$ cat src/rtl/vec_chunk_server.sv
// rtl/vec_chunk_server.sv - buffers one chunked vector and replays it NumPasses times on request.
// Optional ping-pong buffering is enabled with `define VCS_DOUBLE_BUFFER_EN.
module vec_chunk_server #(
    parameter int VecLength   = 12,
    parameter int WorkingRegs = 3,
    parameter int NumPasses   = 4
) (
    input  logic                        clk_in,
    input  logic                        rst_in,
    input  logic                        wr_valid,
    input  logic [WorkingRegs-1:0][7:0] wr_data,
    output logic                        wr_ready,
    input  logic                        req_chunk_in,
    output logic [WorkingRegs-1:0][7:0] out_data,
    output logic                        out_data_ready,
    output logic                        vec_done,
    output logic                        req_err
);

    localparam int NCH = VecLength / WorkingRegs;
    localparam int CW  = (NCH > 1) ? $clog2(NCH) : 1;
    localparam int PW  = (NumPasses > 1) ? $clog2(NumPasses) : 1;
    localparam logic [CW-1:0] LAST_CH   = CW'(NCH - 1);
    localparam logic [PW-1:0] LAST_PASS = PW'(NumPasses - 1);
`ifdef VCS_DOUBLE_BUFFER_EN
    localparam int NB = 2;
    localparam int AW = CW + 1;
`else
    localparam int NB = 1;
    localparam int AW = CW;
`endif

    typedef enum logic {ST_FILL, ST_SERVE} state_t;

    state_t                        r_state;
    state_t                        w_next_state;
    logic [CW-1:0]                 r_wr_idx;
    logic [CW-1:0]                 r_rd_idx;
    logic [PW-1:0]                 r_pass_idx;
    logic [WorkingRegs-1:0][7:0]   r_buf [NB*NCH];

    logic          w_wr_fire;
    logic          w_wr_last;
    logic          w_serve;
    logic          w_vec_last;
    logic          w_swap;
    logic [AW-1:0] w_waddr;
    logic [AW-1:0] w_raddr;

`ifdef VCS_DOUBLE_BUFFER_EN
    // r_fbank is the bank being filled; the other bank is the one being served.
    logic r_fbank;
    logic r_f_full;
    assign w_waddr = {r_fbank, r_wr_idx};
    assign w_raddr = {~r_fbank, r_rd_idx};
    assign w_swap  = w_vec_last && (r_f_full || w_wr_last);
`else
    assign w_waddr = r_wr_idx;
    assign w_raddr = r_rd_idx;
    assign w_swap  = 1'b0;
`endif

    assign w_wr_fire  = wr_valid && wr_ready;
    assign w_wr_last  = w_wr_fire && (r_wr_idx == LAST_CH);
    assign w_serve    = req_chunk_in && (r_state == ST_SERVE);
    assign w_vec_last = w_serve && (r_rd_idx == LAST_CH) && (r_pass_idx == LAST_PASS);

    always_ff @(posedge clk_in) begin
        if (rst_in) begin
            r_state <= ST_FILL;
        end else begin
            r_state <= w_next_state;
        end
    end

    always_comb begin
        w_next_state = r_state;
        case (r_state)
            ST_FILL:  if (w_wr_last) w_next_state = ST_SERVE;
            ST_SERVE: if (w_vec_last && !w_swap) w_next_state = ST_FILL;
            default:  w_next_state = ST_FILL;
        endcase
    end

    always_comb begin
        wr_ready = 1'b0;
`ifdef VCS_DOUBLE_BUFFER_EN
        wr_ready = (r_state == ST_FILL) || !r_f_full;
`else
        wr_ready = (r_state == ST_FILL);
`endif
    end

    always_ff @(posedge clk_in) begin
        if (rst_in) begin
            r_wr_idx       <= '0;
            r_rd_idx       <= '0;
            r_pass_idx     <= '0;
            out_data       <= '0;
            out_data_ready <= 1'b0;
            vec_done       <= 1'b0;
            req_err        <= 1'b0;
        end else begin
            out_data_ready <= w_serve;
            vec_done       <= w_vec_last;
            if (w_serve) begin
                out_data <= r_buf[w_raddr];
            end
            if (req_chunk_in && (r_state == ST_FILL)) begin
                req_err <= 1'b1;
            end
            if (w_wr_fire) begin
                r_wr_idx <= (r_wr_idx == LAST_CH) ? '0 : r_wr_idx + 1'b1;
            end
            if (w_serve) begin
                if (r_rd_idx == LAST_CH) begin
                    r_rd_idx   <= '0;
                    r_pass_idx <= (r_pass_idx == LAST_PASS) ? '0 : r_pass_idx + 1'b1;
                end else begin
                    r_rd_idx <= r_rd_idx + 1'b1;
                end
            end
        end
    end

`ifdef VCS_DOUBLE_BUFFER_EN
    // A fill completing while idle hands the bank straight to the server; during
    // SERVE it parks as full until the current vector's last chunk goes out.
    always_ff @(posedge clk_in) begin
        if (rst_in) begin
            r_fbank  <= 1'b0;
            r_f_full <= 1'b0;
        end else if ((r_state == ST_FILL) && w_wr_last) begin
            r_fbank <= ~r_fbank;
        end else if (w_swap) begin
            r_fbank  <= ~r_fbank;
            r_f_full <= 1'b0;
        end else if ((r_state == ST_SERVE) && w_wr_last) begin
            r_f_full <= 1'b1;
        end
    end
`endif

    always_ff @(posedge clk_in) begin
        if (w_wr_fire) begin
            r_buf[w_waddr] <= wr_data;
        end
    end

endmodule

$ cat config.mk
export PLATFORM = sky130hd
export DESIGN_NAME = vec_chunk_server
export DESIGN_NICKNAME = d
export VERILOG_FILES = /design/src/rtl/vec_chunk_server.sv
export SDC_FILE = /design/constraint.sdc
export NUM_CORES = 1
export LEC_CHECK = 0
export ABC_AREA = 1
export CAP_MARGIN = 5
export CORE_UTILIZATION = 31
export CTS_BUF_LIST = sky130_fd_sc_hd__clkbuf_8
export DETAILED_ROUTE_END_ITERATION = 10
export PLACE_DENSITY_LB_ADDON = 0.15
export SKIP_LAST_GASP = 1
export SYNTH_ARGS = -nofsm -noshare
export SYNTH_HDL_FRONTEND = slang
export SYNTH_SLANG_ARGS = --single-unit
$ cat constraint.sdc
create_clock -name clk_in -period 2.07 [get_ports clk_in]
set_input_delay 0.207 -clock clk_in [delete_from_list [all_inputs] [get_ports clk_in]]
set_output_delay 0.207 -clock clk_in [all_outputs]
set_load 0.01 [all_outputs]
==> results of run 1 <==
==> cells in the mapped netlist (all sizes together) <==
| master | n | share of area [%] |
|---|---|---|
| a21oi | 31 | 3.8 |
| ha | 6 | 1.5 |
| dfxtp | 34 | 13 |
| nand3 | 48 | 5.8 |
| nand2 | 127 | 10 |
| buf | 23 | 3.3 |
| o21ai | 29 | 2.9 |
| nor2 | 12 | 0.89 |
| edfxtp | 96 | 57 |
| clkbuf | 1 | 0.074 |
| inv | 14 | 1.1 |
==> worst max-delay path: stages (launching register included) <==
cell	delay [ns]
dfxtp_1	0.33
inv_1	0.09
clkdlybuf4s50_1	0.53
==> sequential cells by signal (all words and copies together), names as in the netlist <==
register        flops
r_rd_idx            2
r_wr_idx            2
out_data           24
r_state             1
req_err             1
r_pass_idx          2
out_data_ready      1
vec_done            1
r_buf              96
==> kinds of logic (layout without fill, tap and decap cells) <==
logic type / Yosys count / in the layout / share of synthesized area (%)
AND/OR/NAND/NOR: 187 / 187 / 16.7
buffers and inverters: 38 / 110 / 4.49
flip-flops: 130 / 130 / 70.7
adder cells (fa/ha/maj): 6 / 6 / 1.49
AO/OA/AOI/OAI: 60 / 60 / 6.70
==> routing by layer <==
| layer | up-vias | share of wire [%] |
|---|---|---|
| met1 | 1469 | 49 |
| met2 | 48 | 46 |
| met3 | 11 | 3.9 |
| met5 | - | 0 |
| li1 | 1572 | - |
| met4 | 0 | 1.2 |
==> report_power, final <==
group          leakage [nW]  switching [mW]  total [mW]  internal [mW]
clock network         0.211           0.923        1.97           1.04
logic                 0.885           0.190       0.329          0.139
registers              1.16          0.0293        2.93           2.90
==> final timing paths <==
kind                            slack, ns         from            to
worst max register to register       0.52  r_rd_idx[0]   out_data[5]
worst min register to register       0.48      req_err       req_err
worst min-delay path                 0.41  wr_data[13]  r_buf[2][13]
worst max-delay path                 0.47      r_state      wr_ready
==> cell type report <==
type | instances | area [um^2]
repair buffers | 64 | 681
inverters | 14 | 57.6
well taps | 216 | 270
flip-flops and latches | 130 | 3560
fillers | 1540 | 9690
clock buffers | 21 | 289
multi-input cells | 253 | 1260
clock inverters | 11 | 73.8
==> metrics by stage <==
| stage | setup WS, ns | util (%) | power [mW] |
|---|---|---|---|
| 6_report | 0.474 | 39.0 | 5.23 |
| 5_1_grt | 0.388 | 39.0 | 5.44 |
| 4_1_cts | 0.441 | 39.0 | 5.29 |
| 3_5_place_dp | 0.429 | 36.7 | 3.32 |
| 3_3_place_gp | 0.435 | 36.7 | 3.32 |
| 2_1_floorplan | 0.0290 | - | 3.15 |
==> results.cfg, run 1 <==
[sta]
fin_crit_sh_pct = 77.1
fmax_mhz = 626
drv_slew = 0
final_hold_viol_count = 0
finalSetupTns_ns = 0
grt_setup_unrepaired = no
period_needed_ns = 1.60
tightest_slew_ns = 0.560
slew-limit-headroom_pct = 62.6
hold_slack_ns = 0.413
setup_viol = 0
finalClockSkew_ns = 0.0164

[clocking]
cts_max_path_buffers = 2
cts_hold_buffers = 0
clock_sinks = 130
cts_resized = 0
clk_latency_ns = 0.44
clk_pin_slew_ns = 0.08
cts_tree = done
post_cts_buffers = 0
cts_buffers = 17
h-tree-depth = 4
root_buffer = clkbuf_8

[detailed_routing]
post-route-drc-count = 0
firstDrtPassIters = 4
drtIter0Drc = 126
vias_per_cell = 4.37
num_vias = 3100
antenna_left = 0
avgRoutedWirePerCell_um = 14.3
drt_wl_total_um = 10100

[grt]
grt_pass1_wl_um = 16200
overflow = 0
top_usage_layer = met2
grt_max_degree = 50
met3_usage_pct = 4.71
antenna_found_initial = 0
grt_pass1_vias = 2948
grt_util_all_layers_pct = 13.4
gr-usage-met1_pct = 17.5
use_met2_pct = 20.5

[worst_setup_path]
crit_type = register to primary output
reg2reg_depth = 5
crit_path_start_kind = register
cp.required_ns = 1.86
crit_path_max_fanout = 3
crit_arrival_ns = 1.39
end_kind = primary output

[job]
cap_violations = 0

[floorplan]
start_util_pct = 31.7
ios = 56
dieArea_mm2 = 0.0168
rows = 46
die_w_um = 130
core_mm2 = 0.0159
die_y_um = 130

[pwr]
power_density_mw_per_mm2 = 844
p_leak_nw = 2.25
peakVddDrop_mv = 0.354

[cells_and_area]
syn_to_final_growth_pct = 22.9
layout_common_cells = nand2_1, edfxtp_1, clkdlybuf4s50_1
final_nets = 514
final_layout_size_suffix_gt1_share_pct = 15.2
design_area_mm2 = 0.00620
antenna_cells = 0
finalNonFillerCells = 709
layout_commonest_cell = nand2_1

[placement]
portBuffers = 55
dp_hpwl_um = 5870
placed_area_mm2 = 0.00583
place_congestion = 0.684
dp_cells = 677

[synth]
ys_warn_count = 0
synth.ff_latch_count = 130
syn_area_per_cell_um2 = 12.0
synthesis.area_mm2 = 0.00504
synth_nets = 455
synth_cell_types = 21
synthCells = 421
yosysSeqAreaShare_pct = 70.7

[worst_hold_path]
whs_path_depth = 1
hp-class = primary input to register

[outcome]
status = finished clean
(Power assumes the default switching activity.)
==> inputs of run 2 (changes only) <==
clock period = 1.35 ns   (was 2.07 ns; I/O delays follow)
==> results.cfg, run 2 (synthesis gave the netlist of run 1 again) <==
[worst_setup_path]
end_kind = register
crit_top_cell = inv_1
crit_type = register to register
critical-path-slowest-cell = dfxtp_1
cp.required_ns = 1.51
crit_path_start_kind = register
crit_arrival_ns = 1.44
cpPeakStageDelay_ns = 0.34
crit_path_max_fanout = 13
worstPathCellList = inv_1 -> ha_1 -> inv_1 -> nor2_4 -> buf_12

[grt]
grt_pass1_vias = 2996
overflow = 0
grt_max_degree = 30
grt_pass1_wl_um = 16400
antenna_found_initial = 0
grt_util_all_layers_pct = 13.7

[clocking]
post_cts_buffers = 0
cts_buffers = 17
root_buffer = clkbuf_8
clk_latency_ns = 0.45
cts_tree = done
cts_max_path_buffers = 2
clock_sinks = 130
clk_pin_slew_ns = 0.07
cts_hold_buffers = 0
cts_resized = 28
h-tree-depth = 4

[cells_and_area]
largest_reg_flops = 96
antenna_cells = 0
design_area_mm2 = 0.00647
layout_commonest_cell = nand2_1
finalNonFillerCells = 727
final_layout_size_suffix_gt1_share_pct = 20.0
syn_to_final_growth_pct = 28.3
top_register = r_buf
final_nets = 532
top_regs = r_buf x96, out_data x24
layout_common_cells = nand2_1, edfxtp_1, nand3_1

[pwr]
p_leak_nw = 2.48
peakVddDrop_mv = 0.558
power_density_mw_per_mm2 = 1310

[floorplan]
ios = 56
dieArea_mm2 = 0.0168
die_y_um = 130
die_w_um = 130
start_util_pct = 31.7
rows = 46
core_mm2 = 0.0159

[detailed_routing]
num_vias = 3122
route.met2.wl_um = 4670
vias_per_cell = 4.29
antenna_left = 0
route.met3.wl_um = 402
top_layer_used = met4
firstDrtPassIters = 4
avgRoutedWirePerCell_um = 14.3
m1WireLength_um = 5090
drtIter0Drc = 171
drt_wl_total_um = 10400
post-route-drc-count = 0

[placement]
place_congestion = 0.697
dp_hpwl_um = 6740
portBuffers = 55
placed_area_mm2 = 0.00607
dp_cells = 695
pre_cts_ws_ns = -0.165

[sta]
worst_slack_ns = 0.0689
fin_crit_sh_pct = 94.9
slew-limit-headroom_pct = 84.3
setup_viol = 0
finalClockSkew_ns = 0.00748
tightest_slew_ns = 0.235
final_hold_viol_count = 0
period_needed_ns = 1.28
grt_setup_unrepaired = no
hold_slack_ns = 0.326
finalSetupTns_ns = 0
drv_slew = 0
fmax_mhz = 781

[worst_hold_path]
hp-class = primary input to register

[outcome]
status = finished clean

[job]
cap_violations = 0
==> run 2: cell types whose count changed in the layout (fill, tap and decap cells not counted), moves of 2 or more <==
cell             before  now
nor2_2                3    0
dlygate4sd2_1         0   27
bufinv_16             1    3
clkinvlp_4            0    4
buf_4                 4   16
buf_12                5   10
nor2_4                0    3
clkinv_2              5    3
inv_1                15    8
nand2_1             116  114
clkdlybuf4s50_1      55   27
==> run 2: final cells by class <==
cell class	count	area [um^2]
Fill cell	1548	9420
Sequential cell	130	3570
Multi-Input combinational cell	253	1290
Timing Repair Buffer	82	848
Clock buffer	21	289
Tap cell	216	270
Clock inverter	11	135
Inverter	14	63.8
==> run 2: report_power, final <==
part / leakage (nW) / internal [mW] / total, mW / switching [mW]
Sequential: 1.16 / 4.45 / 4.49 / 0.0431
Clock: 0.212 / 2.00 / 3.45 / 1.46
Combinational: 1.11 / 0.248 / 0.559 / 0.312
Total: 2.48 / 6.69 / 8.50 / 1.81
==> run 2: stage by stage <==
stage          power (mW)  util [%]
2_1_floorplan        4.84         -
3_3_place_gp         5.15      38.2
3_5_place_dp         5.16      38.2
4_1_cts              8.62      40.7
5_1_grt              8.82      40.7
6_report             8.50      40.7
==> run 2: metal layers <==
metal,vias up,GRT usage (%)
met3,18,4.21
met1,1435,17.5
met5,-,0
li1,1608,-
met2,61,20.9
met4,0,7.39
==> run 2: final timing paths <==
check,start,end,slack (ns),depth (start not counted)
max,r_wr_idx[1],r_buf[1][17],0.07,5
min,wr_data[3],r_buf[1][3],0.33,1
max reg2reg,r_wr_idx[1],r_buf[1][17],0.07,5
min reg2reg,req_err,req_err,0.47,2
==> run 2: worst max-delay path, delay by kind of cell, from the launching register on <==
| kind | cells | cell delay [ns] |
|---|---|---|
| AND/OR/NAND/NOR | 1 | 0.15 |
| buffers and inverters | 3 | 0.34 |
| adder cells (fa/ha/maj) | 1 | 0.16 |
| flip-flops | 1 | 0.34 |
==> inputs of run 3 (changes only) <==
CTS_BUF_LIST = not set   (was sky130_fd_sc_hd__clkbuf_8)
==> results.cfg, run 3 (synthesis gave the netlist of run 1 again) <==
[worst_setup_path]
crit_arrival_ns = 1.40
end_kind = register
crit_buf_inv = 3
cp.required_ns = 1.47
critical-path-slowest-cell = dfxtp_1
worstPathCellList = inv_1 -> ha_1 -> inv_1 -> nor2_4 -> buf_12
cpPeakStageDelay_ns = 0.33
crit_top_cell = inv_1
crit_path_start_kind = register
crit_family = buffers and inverters
crit_type = register to register
crit_path_max_fanout = 13

[clocking]
post_cts_buffers = 0
h-tree-depth = 4
clk_latency_ns = 0.41
cts_max_path_buffers = 2
cts_buffers = 17
clk_pin_slew_ns = 0.06
clock_sinks = 130
cts_tree = done
root_buffer = clkbuf_16

[job]
cap_violations = 0

[cells_and_area]
finalNonFillerCells = 727
layout_commonest_cell = nand2_1
top_register = r_buf
top_regs = r_buf x96, out_data x24
antenna_cells = 0
design_area_mm2 = 0.00666
final_nets = 532
largest_reg_flops = 96
multi_input_area_mm2 = 0.00129
layout_common_cells = nand2_1, edfxtp_1, nand3_1
final_layout_size_suffix_gt1_share_pct = 20.0
regArea_mm2 = 0.00357
fill_cells = 1528
syn_to_final_growth_pct = 32.0

[sta]
hold_slack_ns = 0.362
period_needed_ns = 1.28
worst_slack_ns = 0.0732
fin_crit_sh_pct = 94.6
grt_setup_unrepaired = no
final_hold_viol_count = 0
finalClockSkew_ns = 0.00501
drv_slew = 0
slew-limit-headroom_pct = 84.4
setup_viol = 0
tightest_slew_ns = 0.234
fmax_mhz = 783

[placement]
placed_area_mm2 = 0.00607
pre_cts_ws_ns = -0.165
dp_hpwl_um = 6740
place_congestion = 0.697
portBuffers = 55
dp_cells = 695

[detailed_routing]
drtIter0Drc = 186
firstDrtPassIters = 4
num_vias = 3112
avgRoutedWirePerCell_um = 14.3
drt_wl_total_um = 10400
post-route-drc-count = 0
vias_per_cell = 4.28
antenna_left = 0

[pwr]
p_sw_mw = 1.96
peakVddDrop_mv = 0.927
netSwitchingFraction_pct = 20.1
cell_internal_pwr_mw = 7.78
power_density_mw_per_mm2 = 1460
pwr-share-comb_pct = 5.7
seq_power_share_pct = 46.2
pwr-share-clk_pct = 48.1
p_leak_nw = 2.56
power_mw = 9.74

[grt]
grt_util_all_layers_pct = 13.6
grt_pass1_wl_um = 16400
overflow = 0
grt_max_degree = 30
grt_pass1_vias = 2981
antenna_found_initial = 0

[floorplan]
core_mm2 = 0.0159
die_y_um = 130
die_w_um = 130
rows = 46
start_util_pct = 31.7
dieArea_mm2 = 0.0168
ios = 56

[outcome]
status = finished clean

[worst_hold_path]
hp-class = primary input to register
## run 3: cell types whose count changed in the layout (fill, tap and decap cells not counted)
cell	change
clkbuf_8	-17
clkbuf_1	+1
inv_1	-1
clkbuf_16	+17
dfxtp_4	-1
clkdlybuf4s15_1	-1
dlygate4sd2_1	+1
dfxtp_2	+1
## run 3: cell type report
type	instances	area share [%]
clock buffers	22	7.27
clock inverters	10	1.97
inverters	14	0.959
multi-input cells	253	19.4
flip-flops and latches	130	53.6
well taps	216	4.06
repair buffers	82	12.7
## run 3: metal layers
layer	up-vias	global-route usage (%)	part of all wire, %
li1	1608	-	-
met3	12	4.21	3.4
met1	1439	18.0	50
met5	-	0	0
met4	0	5.75	1.5
met2	53	20.6	45
## run 3: power groups by stage
stage	Combinational, mW	Clock [mW]	Sequential [mW]
after floorplan	0.261	0	4.58
after global placement	0.576	0	4.58
after CTS	0.574	4.79	4.50
after global routing	0.621	4.93	4.51
final	0.557	4.69	4.50
after detailed placement	0.582	0	4.58
## run 3: worst paths after layout
kind	endpoint	cells past startpoint	slack, ns	start
setup / recovery	r_buf[1][17]	5	0.07	r_wr_idx[1]
hold reg to reg	req_err	2	0.46	req_err
hold / removal	r_buf[3][3]	1	0.36	wr_data[3]
setup reg to reg	r_buf[1][17]	5	0.07	r_wr_idx[1]
## run 3: per-stage QoR
stage | setup TNS (ns) | util (%)
5_1_grt | 0 | 41.9
2_1_floorplan | 0 | -
6_report | 0 | 41.9
3_5_place_dp | -11.30 | 38.2
3_3_place_gp | -10.85 | 38.2
4_1_cts | 0 | 41.9
## run 3: repair_timing
action | in CTS | in global routing
endpoints found under the setup margin | 28 | 1
resized for setup | 28 | 1
hold buffers | 0 | 0
endpoints found under the hold margin | 0 | 0
